==> src/rtl/apb_req_arbiter.sv <==
// rtl/apb_req_arbiter.sv - two-requester arbiter in front of APB_Master (tie-break: ARB_ROUND_ROBIN_EN)
module apb_req_arbiter (
    input  logic        clk,
    input  logic        reset,
    input  logic        m0_transfer,
    input  logic [31:0] m0_addr,
    input  logic [31:0] m0_wdata,
    input  logic        m0_write,
    output logic        m0_ready,
    output logic [31:0] m0_rdata,
    input  logic        m1_transfer,
    input  logic [31:0] m1_addr,
    input  logic [31:0] m1_wdata,
    input  logic        m1_write,
    output logic        m1_ready,
    output logic [31:0] m1_rdata,
    output logic        transfer,
    output logic [31:0] addr,
    output logic [31:0] wdata,
    output logic        write,
    input  logic        ready,
    input  logic [31:0] rdata,
    output logic        busy,
    output logic        grant
);

    localparam logic [1:0] ST_IDLE  = 2'd0;
    localparam logic [1:0] ST_ISSUE = 2'd1;
    localparam logic [1:0] ST_WAIT  = 2'd2;

    logic [1:0]  r_state;
    logic        r_pend0, r_pend1;
    logic [31:0] r_addr0, r_addr1, r_wdata0, r_wdata1;
    logic        r_write0, r_write1;
    logic        r_grant;
    logic [31:0] r_addr, r_wdata;
    logic        r_write;
    logic        r_m0_ready, r_m1_ready;
    logic [31:0] r_m0_rdata, r_m1_rdata;
`ifdef ARB_ROUND_ROBIN_EN
    logic        r_last;
`endif

    logic        w_winner;
    logic        w_done0, w_done1;

    // Completion of the downstream access, steered to the current owner
    assign w_done0 = (r_state == ST_WAIT) && ready && !r_grant;
    assign w_done1 = (r_state == ST_WAIT) && ready &&  r_grant;

    // Pick the winner among pending requests; only meaningful when one is pending
    always_comb begin
        w_winner = 1'b0;
        if (r_pend0 && r_pend1) begin
`ifdef ARB_ROUND_ROBIN_EN
            w_winner = ~r_last;
`else
            w_winner = 1'b0;
`endif
        end else begin
            w_winner = r_pend1;
        end
    end

    // Requester 0 request register: latch first pulse, drop repeats until completion
    always_ff @(posedge clk) begin
        if (reset) begin
            r_pend0  <= 1'b0;
            r_addr0  <= 32'd0;
            r_wdata0 <= 32'd0;
            r_write0 <= 1'b0;
        end else if (w_done0) begin
            r_pend0 <= 1'b0;
        end else if (m0_transfer && !r_pend0) begin
            r_pend0  <= 1'b1;
            r_addr0  <= m0_addr;
            r_wdata0 <= m0_wdata;
            r_write0 <= m0_write;
        end
    end

    // Requester 1 request register: same policy as requester 0
    always_ff @(posedge clk) begin
        if (reset) begin
            r_pend1  <= 1'b0;
            r_addr1  <= 32'd0;
            r_wdata1 <= 32'd0;
            r_write1 <= 1'b0;
        end else if (w_done1) begin
            r_pend1 <= 1'b0;
        end else if (m1_transfer && !r_pend1) begin
            r_pend1  <= 1'b1;
            r_addr1  <= m1_addr;
            r_wdata1 <= m1_wdata;
            r_write1 <= m1_write;
        end
    end

    // Arbitration FSM: grant in IDLE, one-cycle issue, hold request until ready
    always_ff @(posedge clk) begin
        if (reset) begin
            r_state <= ST_IDLE;
            r_grant <= 1'b0;
            r_addr  <= 32'd0;
            r_wdata <= 32'd0;
            r_write <= 1'b0;
`ifdef ARB_ROUND_ROBIN_EN
            r_last  <= 1'b1;
`endif
        end else begin
            case (r_state)
                ST_IDLE: begin
                    if (r_pend0 || r_pend1) begin
                        r_grant <= w_winner;
`ifdef ARB_ROUND_ROBIN_EN
                        r_last  <= w_winner;
`endif
                        r_addr  <= w_winner ? r_addr1  : r_addr0;
                        r_wdata <= w_winner ? r_wdata1 : r_wdata0;
                        r_write <= w_winner ? r_write1 : r_write0;
                        r_state <= ST_ISSUE;
                    end
                end
                ST_ISSUE: r_state <= ST_WAIT;
                ST_WAIT:  if (ready) r_state <= ST_IDLE;
                default:  r_state <= ST_IDLE;
            endcase
        end
    end

    // Return path: one-cycle ready pulse and rdata capture for the owner only
    always_ff @(posedge clk) begin
        if (reset) begin
            r_m0_ready <= 1'b0;
            r_m1_ready <= 1'b0;
            r_m0_rdata <= 32'd0;
            r_m1_rdata <= 32'd0;
        end else begin
            r_m0_ready <= w_done0;
            r_m1_ready <= w_done1;
            if (w_done0) r_m0_rdata <= rdata;
            if (w_done1) r_m1_rdata <= rdata;
        end
    end

    assign transfer = (r_state == ST_ISSUE);
    assign busy     = (r_state != ST_IDLE);
    assign grant    = r_grant;
    assign addr     = r_addr;
    assign wdata    = r_wdata;
    assign write    = r_write;
    assign m0_ready = r_m0_ready;
    assign m1_ready = r_m1_ready;
    assign m0_rdata = r_m0_rdata;
    assign m1_rdata = r_m1_rdata;

endmodule
==> config.mk <==
export PLATFORM = sky130hd
export DESIGN_NAME = apb_req_arbiter
export DESIGN_NICKNAME = d
export VERILOG_FILES = /design/src/rtl/apb_req_arbiter.sv
export SDC_FILE = /design/constraint.sdc
export NUM_CORES = 1
export LEC_CHECK = 0
export CORE_MARGIN = 5
export CORE_UTILIZATION = 30
export DETAILED_ROUTE_END_ITERATION = 16
export HOLD_SLACK_MARGIN = 0.12
export PLACE_DENSITY_LB_ADDON = 0.05
export SYNTH_ARGS = -nofsm -noshare
export SYNTH_HDL_FRONTEND = slang
export SYNTH_SLANG_ARGS = --single-unit
==> constraint.sdc <==
create_clock -name clk -period 1.5 [get_ports clk]
set_clock_uncertainty 0.2 [all_clocks]
set_input_delay 0.3 -clock clk [delete_from_list [all_inputs] [get_ports clk]]
set_output_delay 0.3 -clock clk [all_outputs]
set_load 0.05 [all_outputs]
==> results of run 1 <==
-- path summary, 6_finish.rpt --
path	startpoint	to	slack, ns	cells after the start
max	r_state[0]	busy	-0.42	5
max reg2reg	r_state[0]	m1_rdata[30]	-0.34	8
min	m0_wdata[22]	r_wdata0[22]	0.14	3
min reg2reg	r_wdata0[8]	wdata[8]	0.26	2
-- worst max-delay path, stage by stage, from the launching register on --
cell	delay (ns)
dfxtp_2	0.32
buf_6	0.11
nor2_4	0.13
inv_4	0.04
buf_6	0.12
buf_12	0.14
-- layer usage --
layer | up-vias | global-route usage | routed length [um]
met5 | - | 0 | 0
met4 | 0 | 0.03245 | 600
met3 | 42 | 0.03974 | 2091
met2 | 232 | 0.3103 | 19260
met1 | 4613 | 0.2568 | 18520
li1 | 4739 | - | -
-- sequential cells by signal, indices dropped and copies added, names as in the netlist, 32 cells and up --
signal,count
m0_rdata,32
r_wdata1,32
r_addr0,32
wdata,32
r_addr1,32
r_wdata0,32
m1_rdata,32
addr,32
-- synth_stat cells, drive strengths merged, types with 2 or more instances --
| cell | instances |
|---|---|
| a21oi | 67 |
| a22o | 64 |
| a311oi | 65 |
| buf | 54 |
| clkbuf | 44 |
| dfxtp | 266 |
| mux2i | 130 |
| nand2 | 131 |
| nand2b | 261 |
| nor2 | 7 |
| nor3 | 2 |
| nor3b | 3 |
| o21a | 2 |
-- kinds of logic (layout without fill, tap and decap cells) --
group | after synthesis | in the layout | share of synthesized area
buffers and inverters | 99 | 571 | 0.04868
and+or+nand+nor | 410 | 410 | 0.2070
muxes | 130 | 130 | 0.1194
other | 0 | 1 | 0
AOI/OAI and AO/OA | 199 | 199 | 0.1363
DFF | 266 | 266 | 0.4886
-- per-stage QoR --
stage | std cells | utilization | TNS [ns] | cell area [um^2]
floorplan | 1104 | - | -15.89 | 10940
global placement | 1819 | 0.4503 | -103.01 | 16090
detailed placement | 1819 | 0.4503 | -108.40 | 16090
CTS | 2021 | 0.5389 | -84.12 | 19260
global route | 2037 | 0.5452 | -99.41 | 19480
finish | 2038 | 0.5452 | -71.65 | 19490
-- repair_timing --
item                       in CTS  in global routing
gates resized for setup       172                 83
hold endpoints to repair      116                  0
hold buffers                   88                  0
cloned                         24                 10
setup endpoints to repair     392                398
setup buffers                  40                 25
pin swaps                       9                 64
-- report_power, final --
part | internal [W] | switching [W] | leakage [nW]
sequential | 0.00762 | 0.000410 | 2.24
combinational | 0.00295 | 0.00256 | 4.79
clock | 0.00400 | 0.00296 | 0.449
-- area by class of cell --
type	count	area (um^2)
timing repair buffer	519	7271
sequential	266	5548
antenna	1	2.502
inverter	1	6.256
tap	461	576.8
clock inverter	6	36.28
clock buffer	45	878.3
multi-input combinational	739	5169
fill	3128	16250
-- cell usage in the layout, fill, tap and decap left out, drive strengths merged, types with 2 or more instances in the layout --
cell type / instances
nand2: 131
mux2i: 130
nor2: 7
a21oi: 67
clkinv: 5
nand2b: 261
dfxtp: 266
clkdlybuf4s50: 165
buf: 257
o21a: 2
a311oi: 65
nor3: 2
dlygate4sd3: 88
nor3b: 3
a22o: 64
clkbuf: 54
==> flow_metrics.env, run 1 <==
export IMPL_hold_violations=0
export IMPL_arrival_ns=1.42
export IMPL_cts_htree_levels=1
export IMPL_core_area_um2=35740
export IMPL_ios=301
export IMPL_slew_headroom=0.7667
export IMPL_nets=1725
export IMPL_port_buffers=300
export IMPL_drv_slew=0
export IMPL_cp_data_required_time_ns=1.00
export IMPL_grt_pass1_wl_um=60390
export IMPL_dieHeight_um=200.6
export IMPL_async_flop_share=0
export IMPL_post_route_cells_drive_above_1_share=0.2970
export IMPL_die_area_um2=40240
export IMPL_dp_hpwl_um=23850
export IMPL_outcome="finished, violations left"
export IMPL_dr_pass1_iters=4
export IMPL_synth_avg_cell_area_um2=9.871
export IMPL_clk_latency_ns=0.55
export IMPL_min_period_ns=1.918
export IMPL_crit_type="reg2out"
export IMPL_irDropWorstVdd_uv=971.8
export IMPL_power_density_nw_per_um2=1052
export IMPL_synthToLayoutAreaGrowth_pct=78.82
export IMPL_row_count=69
export IMPL_viasPerCell=4.723
export IMPL_maxCapViolCount=0
export IMPL_startpoint_type="register"
export IMPL_yosysUniqueCellTypes=27
export IMPL_drc=0
export IMPL_antenna_left=0
export IMPL_finalWorstSetupSlack_ns=-0.4182
export IMPL_tightestPinTransition_ns=0.3500
export IMPL_postSynthCellCount=1104
export IMPL_routed_wl_um=40480
export IMPL_end_kind="output port"
export IMPL_synth_cell_area_um2=10900
export IMPL_start_util=0.3049
export IMPL_synth_seq_cells=266
export IMPL_setup_violations=398
export IMPL_fmax_ghz=0.5213
export IMPL_synth_edf_count=0
export IMPL_grt_antenna_before_repair=0
export IMPL_pre_cts_ws_ns=-0.6121
export IMPL_grt_pass1_vias=9604
export IMPL_rsz0062_at_grt="true"
export IMPL_cts_tree="done"
export IMPL_vias=9626
export IMPL_hp_class="in2reg"
export IMPL_hold_slack_ns=0.1391
export IMPL_numCtsBuffers=31
export IMPL_root_buffer="clkbuf_16"
export IMPL_track_usage=0.1875
export IMPL_grt_max_degree=98
export IMPL_clk_pin_slew_ns=0.06
export IMPL_synth_top_flop_cell="dfxtp_1"
export IMPL_drtIter0Drc=358
export IMPL_die_w_um=200.6
export IMPL_gr_total_overflow=0
export IMPL_synth_top_area_frac=0.4886
export IMPL_violations="setup timing"
export IMPL_p_leak_nw=7.486
export IMPL_cts_max_path_buffers=3
export IMPL_gp_congestion=0.7210
export IMPL_wire_per_inst_um=19.86
export IMPL_cp_max_fo=2
export IMPL_fin_crit_sh=1.279
export IMPL_synthTopCellsByArea="dfxtp_1 49%, nand2b_1 15%, mux2i_1 12%"
export IMPL_numClockSinks=266
export IMPL_fin_total_pwr_w=0.02050
export IMPL_synth_area_leader_cell="dfxtp_1"
export IMPL_synthesis_nets=1271
export IMPL_yosysWarnings=0
export IMPL_yosysSeqAreaShare=0.4886
(Power assumes the default switching activity.)
==> run 2, diff against run 1 <==
- RECOVER_POWER: unset -> 100
==> flow_metrics.env, run 2 (synthesized netlist as in run 1, its figures left out) <==
export IMPL_cp_data_required_time_ns=1.00
export IMPL_final_util=0.5450
export IMPL_final_common_cell="nand2b_1"
export IMPL_combPwrFrac=0.269
export IMPL_start_util=0.3049
export IMPL_p_leak_nw=7.482
export IMPL_irDropWorstVdd_uv=971.4
export IMPL_drv_slew=0
export IMPL_grt_antenna_before_repair=0
export IMPL_numClockSinks=266
export IMPL_cts_max_path_buffers=3
export IMPL_clkPwrFrac=0.340
export IMPL_clk_latency_ns=0.55
export IMPL_antenna_left=0
export IMPL_min_period_ns=1.918
export IMPL_pre_cts_ws_ns=-0.6121
export IMPL_cts_tree="done"
export IMPL_p_seq_frac=0.392
export IMPL_synthToLayoutAreaGrowth_pct=78.74
export IMPL_viasPerCell=4.723
export IMPL_gp_congestion=0.7210
export IMPL_track_usage=0.1875
export IMPL_finalInstanceArea_um2=19480
export IMPL_die_area_um2=40240
export IMPL_place_inst=1819
export IMPL_cts_htree_levels=1
export IMPL_slew_headroom=0.6771
export IMPL_p_int_w=0.01456
export IMPL_die_w_um=200.6
export IMPL_crit_type="reg2out"
export IMPL_dp_hpwl_um=23850
export IMPL_numCtsBuffers=31
export IMPL_fin_total_pwr_w=0.02050
export IMPL_dieHeight_um=200.6
export IMPL_nets=1725
export IMPL_gr_total_overflow=0
export IMPL_cp_max_fo=2
export IMPL_top_usage_layer="met2"
export IMPL_power_density_nw_per_um2=1052
export IMPL_ios=301
export IMPL_routed_wl_um=40480
export IMPL_grt_pass1_vias=9604
export IMPL_p_sw_w=0.005932
export IMPL_fmax_ghz=0.5213
export IMPL_swShare=0.2894
export IMPL_outcome="finished, violations left"
export IMPL_fin_cells=2038
export IMPL_hold_violations=0
export IMPL_post_route_cells_drive_above_1_share=0.2970
export IMPL_violations="setup timing"
export IMPL_grtUsageMet1=0.2568
export IMPL_vias=9626
export IMPL_core_area_um2=35740
export IMPL_rsz0062_at_grt="true"
export IMPL_fin_crit_sh=1.279
export IMPL_grt_max_degree=98
export IMPL_clk_pin_slew_ns=0.06
export IMPL_fillers=3131
export IMPL_root_buffer="clkbuf_16"
export IMPL_startpoint_type="register"
export IMPL_end_kind="output port"
export IMPL_hp_class="in2reg"
export IMPL_arrival_ns=1.42
export IMPL_wire_per_inst_um=19.86
export IMPL_drtIter0Drc=358
export IMPL_grtUsageMet2=0.3103
export IMPL_gr_usage_met3=0.03974
export IMPL_maxCapViolCount=0
export IMPL_grt_pass1_wl_um=60390
export IMPL_final_cell_mix="260 x nand2b_1, 173 x buf_12, 165 x clkdlybuf4s50_1"
export IMPL_finalWorstSetupSlack_ns=-0.4182
export IMPL_setup_violations=398
export IMPL_port_buffers=300
export IMPL_tightestPinTransition_ns=0.4844
export IMPL_placed_area_um2=16090
export IMPL_row_count=69
export IMPL_dr_pass1_iters=4
export IMPL_drc=0
## run 2: cell count changes in the layout (fill, tap and decap cells not counted)
cell	change
buf_12	-1
buf_6	+1
## run 2: critical path, stage by stage (launching register included)
cell     delay, ns
dfxtp_2       0.32
buf_6         0.11
nor2_4        0.13
inv_4         0.04
buf_6         0.12
buf_12        0.14
## run 2: metal layers
| layer | vias to the layer above | wire (um) |
|---|---|---|
| met2 | 232 | 19260 |
| met5 | - | 0 |
| li1 | 4739 | - |
| met1 | 4613 | 18520 |
| met4 | 0 | 600 |
| met3 | 42 | 2091 |
## run 2: power by group through the flow
stage	Sequential, W	Clock (W)	Combinational (W)
after CTS	0.00803	0.00719	0.00543
after global placement	0.00813	0	0.00446
final	0.00803	0.00696	0.00551
after detailed placement	0.00813	0	0.00448
after global routing	0.00809	0.00747	0.00582
after floorplan	0.00880	0	0.00144
## run 2: stage by stage
step           hold slack (ns)  setup TNS, ns
2_1_floorplan           0.2102         -15.89
3_3_place_gp            0.2582        -103.01
3_5_place_dp            0.2607        -108.40
4_1_cts                 0.1203         -84.12
5_1_grt                 0.1421         -99.43
6_report                0.1391         -71.70
## run 2: layout make-up
type,count,area (um^2),share of cell area
diodes,1,2.502,0.0001285
flip-flops and latches,266,5548,0.2848
clock inverters,6,36.28,0.001863
clock buffers,45,878.3,0.04509
inverters,1,6.256,0.0003212
repair buffers,519,7262,0.3728
multi-input cells,739,5169,0.2654
well taps,461,576.8,0.02961
## run 2: repair_timing
action,CTS,global route
setup buffers,40,25
endpoints found under the setup margin,392,398
hold endpoints to repair,116,0
pin swaps,9,64
gates cloned,24,10
resized for setup,172,83
hold buffers,88,0
## run 2: final timing paths
path           startpoint           end  slack [ns]  cells after the start
min reg2reg   r_wdata0[8]      wdata[8]        0.26                      2
min          m0_wdata[22]  r_wdata0[22]        0.14                      3
max reg2reg    r_state[0]  m1_rdata[30]       -0.34                      8
max            r_state[0]          busy       -0.42                      5
